[src/rtl/perf_counter_bank.sv]
// perf_counter_bank: per-channel event counters plus a cycle counter, gated by an IDLE/RUN/FROZEN FSM
// Ports: clk; rst (sync, active-high); en starts/continues counting; events[NUM_CH] per-channel strobes;
//        halt freezes the counts; clr zeroes counters, flags and state; rd_req/rd_sel request a read
//        (rd_sel 7 = cycle counter); rd_valid/rd_data/rd_ovf return it one cycle later; state = FSM.
// Option: PERF_CNT_SAT_EN selects saturating counters; default wraps with a sticky overflow flag.
module perf_counter_bank #(
    parameter int NUM_CH = 6,
    parameter int CNT_W  = 32
) (
    input  logic              clk,
    input  logic              rst,
    input  logic              en,
    input  logic [NUM_CH-1:0] events,
    input  logic              halt,
    input  logic              clr,
    input  logic              rd_req,
    input  logic [2:0]        rd_sel,
    output logic              rd_valid,
    output logic [CNT_W-1:0]  rd_data,
    output logic              rd_ovf,
    output logic [1:0]        state
);
    localparam logic [1:0] IDLE   = 2'b00;
    localparam logic [1:0] RUN    = 2'b01;
    localparam logic [1:0] FROZEN = 2'b10;
    localparam int N = NUM_CH + 1;
    localparam logic [CNT_W-1:0] ONES = '1;

    logic [1:0]       state_q, state_d;
    logic [CNT_W-1:0] cnt_q [N];
    logic [CNT_W-1:0] cnt_d [N];
    logic [N-1:0]     ovf_q, ovf_d;
    logic [N-1:0]     inc;
    logic [CNT_W-1:0] tab [8];
    logic [7:0]       tab_ovf;
    logic             rd_valid_q;
    logic [CNT_W-1:0] rd_data_q;
    logic             rd_ovf_q;

    // Top slot (index N-1) is the cycle counter, which ticks whenever counting is enabled
    assign inc = {N{state_q == RUN && en}} & {1'b1, events};

    always_comb begin
        state_d = clr ? IDLE
                : (state_q == IDLE && en) ? RUN
                : (state_q == RUN && halt) ? FROZEN
                : (state_q == 2'b11) ? IDLE : state_q;
    end

    always_comb begin
        for (int k = 0; k < N; k++) begin
            cnt_d[k] = cnt_q[k];
            ovf_d[k] = ovf_q[k];
            if (clr) begin
                cnt_d[k] = '0;
                ovf_d[k] = 1'b0;
            end else if (inc[k]) begin
`ifdef PERF_CNT_SAT_EN
                cnt_d[k] = (cnt_q[k] == ONES) ? ONES : cnt_q[k] + 1'b1;
                ovf_d[k] = ovf_q[k] | (cnt_q[k] >= ONES - 1'b1);
`else
                cnt_d[k] = cnt_q[k] + 1'b1;
                ovf_d[k] = ovf_q[k] | (cnt_q[k] == ONES);
`endif
            end
        end
    end

    // Fixed 8-entry read table: channels below NUM_CH, zeros up to 6, cycle counter at 7
    for (genvar i = 0; i < 8; i++) begin : g_tab
        if (i == 7) begin : g_cyc
            assign tab[i]     = cnt_q[N-1];
            assign tab_ovf[i] = ovf_q[N-1];
        end else if (i < NUM_CH) begin : g_ch
            assign tab[i]     = cnt_q[i];
            assign tab_ovf[i] = ovf_q[i];
        end else begin : g_none
            assign tab[i]     = '0;
            assign tab_ovf[i] = 1'b0;
        end
    end

    always_ff @(posedge clk) begin
        if (rst) begin
            state_q <= IDLE;
            for (int k = 0; k < N; k++) cnt_q[k] <= '0;
            ovf_q      <= '0;
            rd_valid_q <= 1'b0;
            rd_data_q  <= '0;
            rd_ovf_q   <= 1'b0;
        end else begin
            state_q <= state_d;
            for (int k = 0; k < N; k++) cnt_q[k] <= cnt_d[k];
            ovf_q      <= ovf_d;
            rd_valid_q <= rd_req;
            if (rd_req) begin
                rd_data_q <= tab[rd_sel];
                rd_ovf_q  <= tab_ovf[rd_sel];
            end
        end
    end

    assign rd_valid = rd_valid_q;
    assign rd_data  = rd_data_q;
    assign rd_ovf   = rd_ovf_q;
    assign state    = state_q;
endmodule

[config.mk]
export PLATFORM = sky130hd
export DESIGN_NAME = perf_counter_bank
export DESIGN_NICKNAME = d
export VERILOG_FILES = /design/src/rtl/perf_counter_bank.sv
export SDC_FILE = /design/constraint.sdc
export NUM_CORES = 1
export LEC_CHECK = 0
export ABC_CLOCK_PERIOD_IN_PS = 2400
export CORE_MARGIN = 2
export CORE_UTILIZATION = 48
export CTS_BUF_LIST = sky130_fd_sc_hd__clkbuf_8
export DETAILED_ROUTE_END_ITERATION = 6
export GPL_TIMING_DRIVEN = 0
export PLACE_DENSITY = 0.69
export REMOVE_ABC_BUFFERS = 1
export SYNTH_ARGS = -nofsm -noshare
export SYNTH_HDL_FRONTEND = slang
export SYNTH_SLANG_ARGS = --single-unit
export TNS_END_PERCENT = 30
[constraint.sdc]
create_clock -name clk -period 2.4 [get_ports clk]
set_clock_uncertainty 0.15 [all_clocks]
set_input_delay 0.48 -clock clk [delete_from_list [all_inputs] [get_ports clk]]
set_output_delay 0.48 -clock clk [all_outputs]
set_load 0.01 [all_outputs]
==> impl_summary.md <==
Setup path
The biggest fanout along the worst timing path is 32. The slowest library cell on the worst path is clkdlybuf4s50_1. Measured in cells, the most critical reg-to-reg path has a length of 5. The required arrival time at the worst endpoint is 2710 ps. The launching element of the worst setup path is rd_sel[0].

The type of destination of the critical path is a flip-flop. The reg-to-reg setup timing slack is 50 ps. The kind of critical path is in -> reg. The critical path capture point is rd_data[31]. The delay of the slowest cell on the worst path is 790 ps. In this run the critical register-to-register path is captured at cnt_q[5][28]. The signal on the critical path passes through clkdlybuf4s50_1 > clkinvlp_4 > o2bb2ai_1 > mux2i_1 > a211oi_1. The launching element type of the critical path is an input port.

For the worst setup path, the data arrival time is 2720 ps. The startpoint of the lowest-slack register-to-register path is cnt_q[5][6].

Synthesis
Of the total synthesized cell area, the portion taken by AND, OR, NAND and NOR gates is 0.269. Counting flops with a built-in enable in the synthesized netlist gives 0. Of the total synthesized cell area, the portion taken by full adders, half adders and majority gates is 0.00621. The Yosys warning count is 0. Of the post-synthesis cell area, the dominant cell type holds 0.379. The number of different library cells in the post-synthesis netlist is 54. The cell accounting for the most synthesized area is dfxtp_1. The netlist area before placement is 14100 um^2. The post-synthesis share of cell area spent on xor and xnor gates is 0.0429. Of the post-synthesis cell area, the part taken by muxes is 0.0849. The area fraction in compound gates after synthesis came to 0.171. By area, the combinational part of the netlist is dominated by simple AND/OR/NAND/NOR gates.

The gate count after technology mapping is 1674. Dividing the synthesized area by the synthesized cell count gives 8.42 um^2. Yosys attributes the largest share of cell area to dfxtp_1 (38%), mux2i_1 (8.1%), or4_1 (6.0%), a21oi_1 (5.7%), o31ai_1 (4.7%). In the synthesized netlist the dominant register cell turns out to be dfxtp_1. The post-synthesis sequential element count is 267. The share of synthesized registers carrying an async set or reset is 0. The sequential share of the synthesized area is 0.379.

CTS
The clock passes through at most 3 buffers. The clock reaches the later pin of the worst-skew pair after 560 ps. In this run the clock root is driven by a clkbuf_8. The clock tree synthesis step divided the H-tree into 2 levels. Clock-pin slew was measured on the worst setup and hold paths at 60 ps. TritonCTS created 46 clock buffers. The TritonCTS clock tree is yes. The CTS sink count is 267.

GRT
Entering global routing, the biggest net connects 83 pins. The number of antenna violations at the first check in global routing is 0. After global routing the overflow that remains totals 0.

For this run, the total global-route usage over all layers was measured as 0.245. The wire length of the first global-routing pass is 62.5 mm. The via count of the first global-routing pass was 11842.

Floorplan
The placeable core region is 28800 um^2. The total die area is 30800 um^2. Measured along the x axis, the die boundary spans 175 um. The number of placement rows is 62. The starting density of the core is 0.490.

During I/O placement, the number of pins put on the boundary was 51. The die span in y is 175 um.

Timing
The worst setup margin is -8.18 ps. Timing would allow up to 415 MHz. The transition at the pin with the smallest max-transition slack is 935 ps. The max-slew violation total from the final report came to 0. The total setup violations reported at the end of the flow is 1. The minimum clock period is 2410 ps.

The summed negative setup slack over all endpoints is -8.18 ps. The hold violation count in the final report is 0. Setup repair after global routing could not meet its margin everywhere. The part of the cycle the worst path needs is 1.00. Headroom to the max-slew limit came out at 0.375.

Power
In this run the static leakage power is 4.72 nW. The peak ir drop on the vdd network is 0.354 mV. The power density normalized to cell area is 574 nW/um^2.

Placement
The HPWL after detailed placement is 25.5 mm. Routability-driven placement finished with a final weighted congestion of 0.845. Once placement completed, the tool counted placed cells totaling 1987.

During placement, the flow inserted port buffers numbering 50.

Drt
The remaining number of nets flagged by the antenna check after routing is 0. The vias after detailed routing is 13243. The total length of routed wires is 38.9 mm. The average detailed-routed wire length per instance is 18.6 um.

The per-cell via count in the routed design is 6.33. The number of iterations in the first detailed-routing pass is 5. The number of DRC violations after detailed-routing iteration 0 is 1239. The DRC violations left is 0.

Finish
Relative to the synthesized area, the layout overhead comes to 13.2%. In the final layout, the share of cells above drive strength 1 is 0.0937. The layout has 2629 filler cells. The net count of the finished layout is 1694. The repair_antennas step left the layout with diodes totalling 0.

The count of non-filler cells in the finished layout is 2092.

Hold path
The path category of the worst min-delay check is in -> reg.

Status
The flow ran to the end, but the final reports show violations. The final reports fail on negative setup slack.

Job
The max-cap violation count is 0.
==> synth_stat cells, types with 31 or more instances <==
cell,number
clkbuf_1,103
nor2_1,108
or4_1,113
o31ai_1,89
o21ai_0,31
or3_1,55
xnor2_1,43
dfxtp_1,267
nor4_1,35
inv_1,44
nor3_1,53
nand3_1,73
nand4_1,57
nand2_1,106
a21oi_1,160
mux2i_1,114
==> registers in the layout, indices dropped and copies added (netlist names) <==
| signal | count |
|---|---|
| cnt_q | 224 |
| rd_data | 32 |
| ovf_q | 7 |
| state | 2 |
| rd_ovf | 1 |
| rd_valid | 1 |
==> worst max-delay path: cells and delay by family <==
family	cells	cell delay, ps
buffers and inverters	2	1480
AOI/OAI and AO/OA	2	650
muxes	1	110
==> timing repair <==
item / 4_1_cts / 5_1_grt
gates cloned: 1 / 2
hold buffers: 0 / 0
setup buffers: 9 / 9
resized for setup: 37 / 19
pin swaps: 9 / 11
endpoints found under the setup margin: 250 / 76
==> how the worst min path moves through the flow <==
stage                  start  endpoint  depth (start not counted)
floorplan           ovf_q[1]  ovf_q[1]                          2
global placement    ovf_q[1]  ovf_q[1]                          2
detailed placement  ovf_q[1]  ovf_q[1]                          2
CTS                      rst  rd_valid                          2
global route             rst  rd_valid                          2
finish                   rst  rd_valid                          2
==> per-stage QoR <==
step                 util  power (mW)  setup WS (ps)  hold slack [ps]  area [um^2]
floorplan               -        4.78           -522              275        13600
global placement    0.507        5.08          -6850              284        14600
detailed placement  0.511        5.06          -1380              288        14700
CTS                 0.550        9.24          -16.0              174        15800
global route        0.554        9.49          -55.5              190        16000
finish              0.554        9.16          -8.18              198        16000
==> report_power, final <==
group	total, mW	internal, mW	switching [mW]	leakage [nW]
combinational	0.489	0.182	0.308	2.01
clock	4.18	2.30	1.88	0.551
sequential	4.48	4.46	0.0246	2.16
==> kinds of logic after synthesis <==
group | Yosys count
and+or+nand+nor | 671
DFF | 267
xor gates and xnor gates | 69
buffers and inverters | 171
muxes | 117
AOI/OAI and AO/OA | 372
adders and majority gates | 7
==> cell type report <==
class                           instances  area (um^2)  area share
Tap cell                              384          480      0.0301
Sequential cell                       267         5370       0.337
Timing Repair Buffer                   74          759      0.0476
Inverter                               44          169      0.0106
Clock buffer                           62          853      0.0535
Multi-Input combinational cell       1239         8220       0.515
Clock inverter                         22         92.6     0.00580
==> cells in the final DEF (no fill, tap or decap), drive strengths merged, types with 28 or more instances in the layout <==
cell type / Yosys / routed
inv: 44 / 59
nand4: 58 / 60
or3: 55 / 55
o31ai: 89 / 89
o221ai: 30 / 30
nand3: 73 / 73
nand2: 106 / 106
a21oi: 160 / 160
nor4: 35 / 35
or4: 113 / 114
nor3: 53 / 53
xnor2: 43 / 43
clkdlybuf4s50: 0 / 44
nor2: 108 / 108
buf: 24 / 28
dfxtp: 267 / 267
clkbuf: 103 / 62
o21ai: 34 / 34
o2bb2ai: 30 / 30
mux2i: 114 / 114
==> routing by layer <==
| metal | vias to the layer above | part of all wire | GRT usage |
|---|---|---|---|
| met5 | - | 0 | 0 |
| met4 | 0 | 0.024 | 0.0757 |
| met3 | 73 | 0.060 | 0.0340 |
| met2 | 422 | 0.44 | 0.377 |
| met1 | 6355 | 0.48 | 0.356 |
| li1 | 6393 | - | - |
Power figures use the tool's default switching activity.
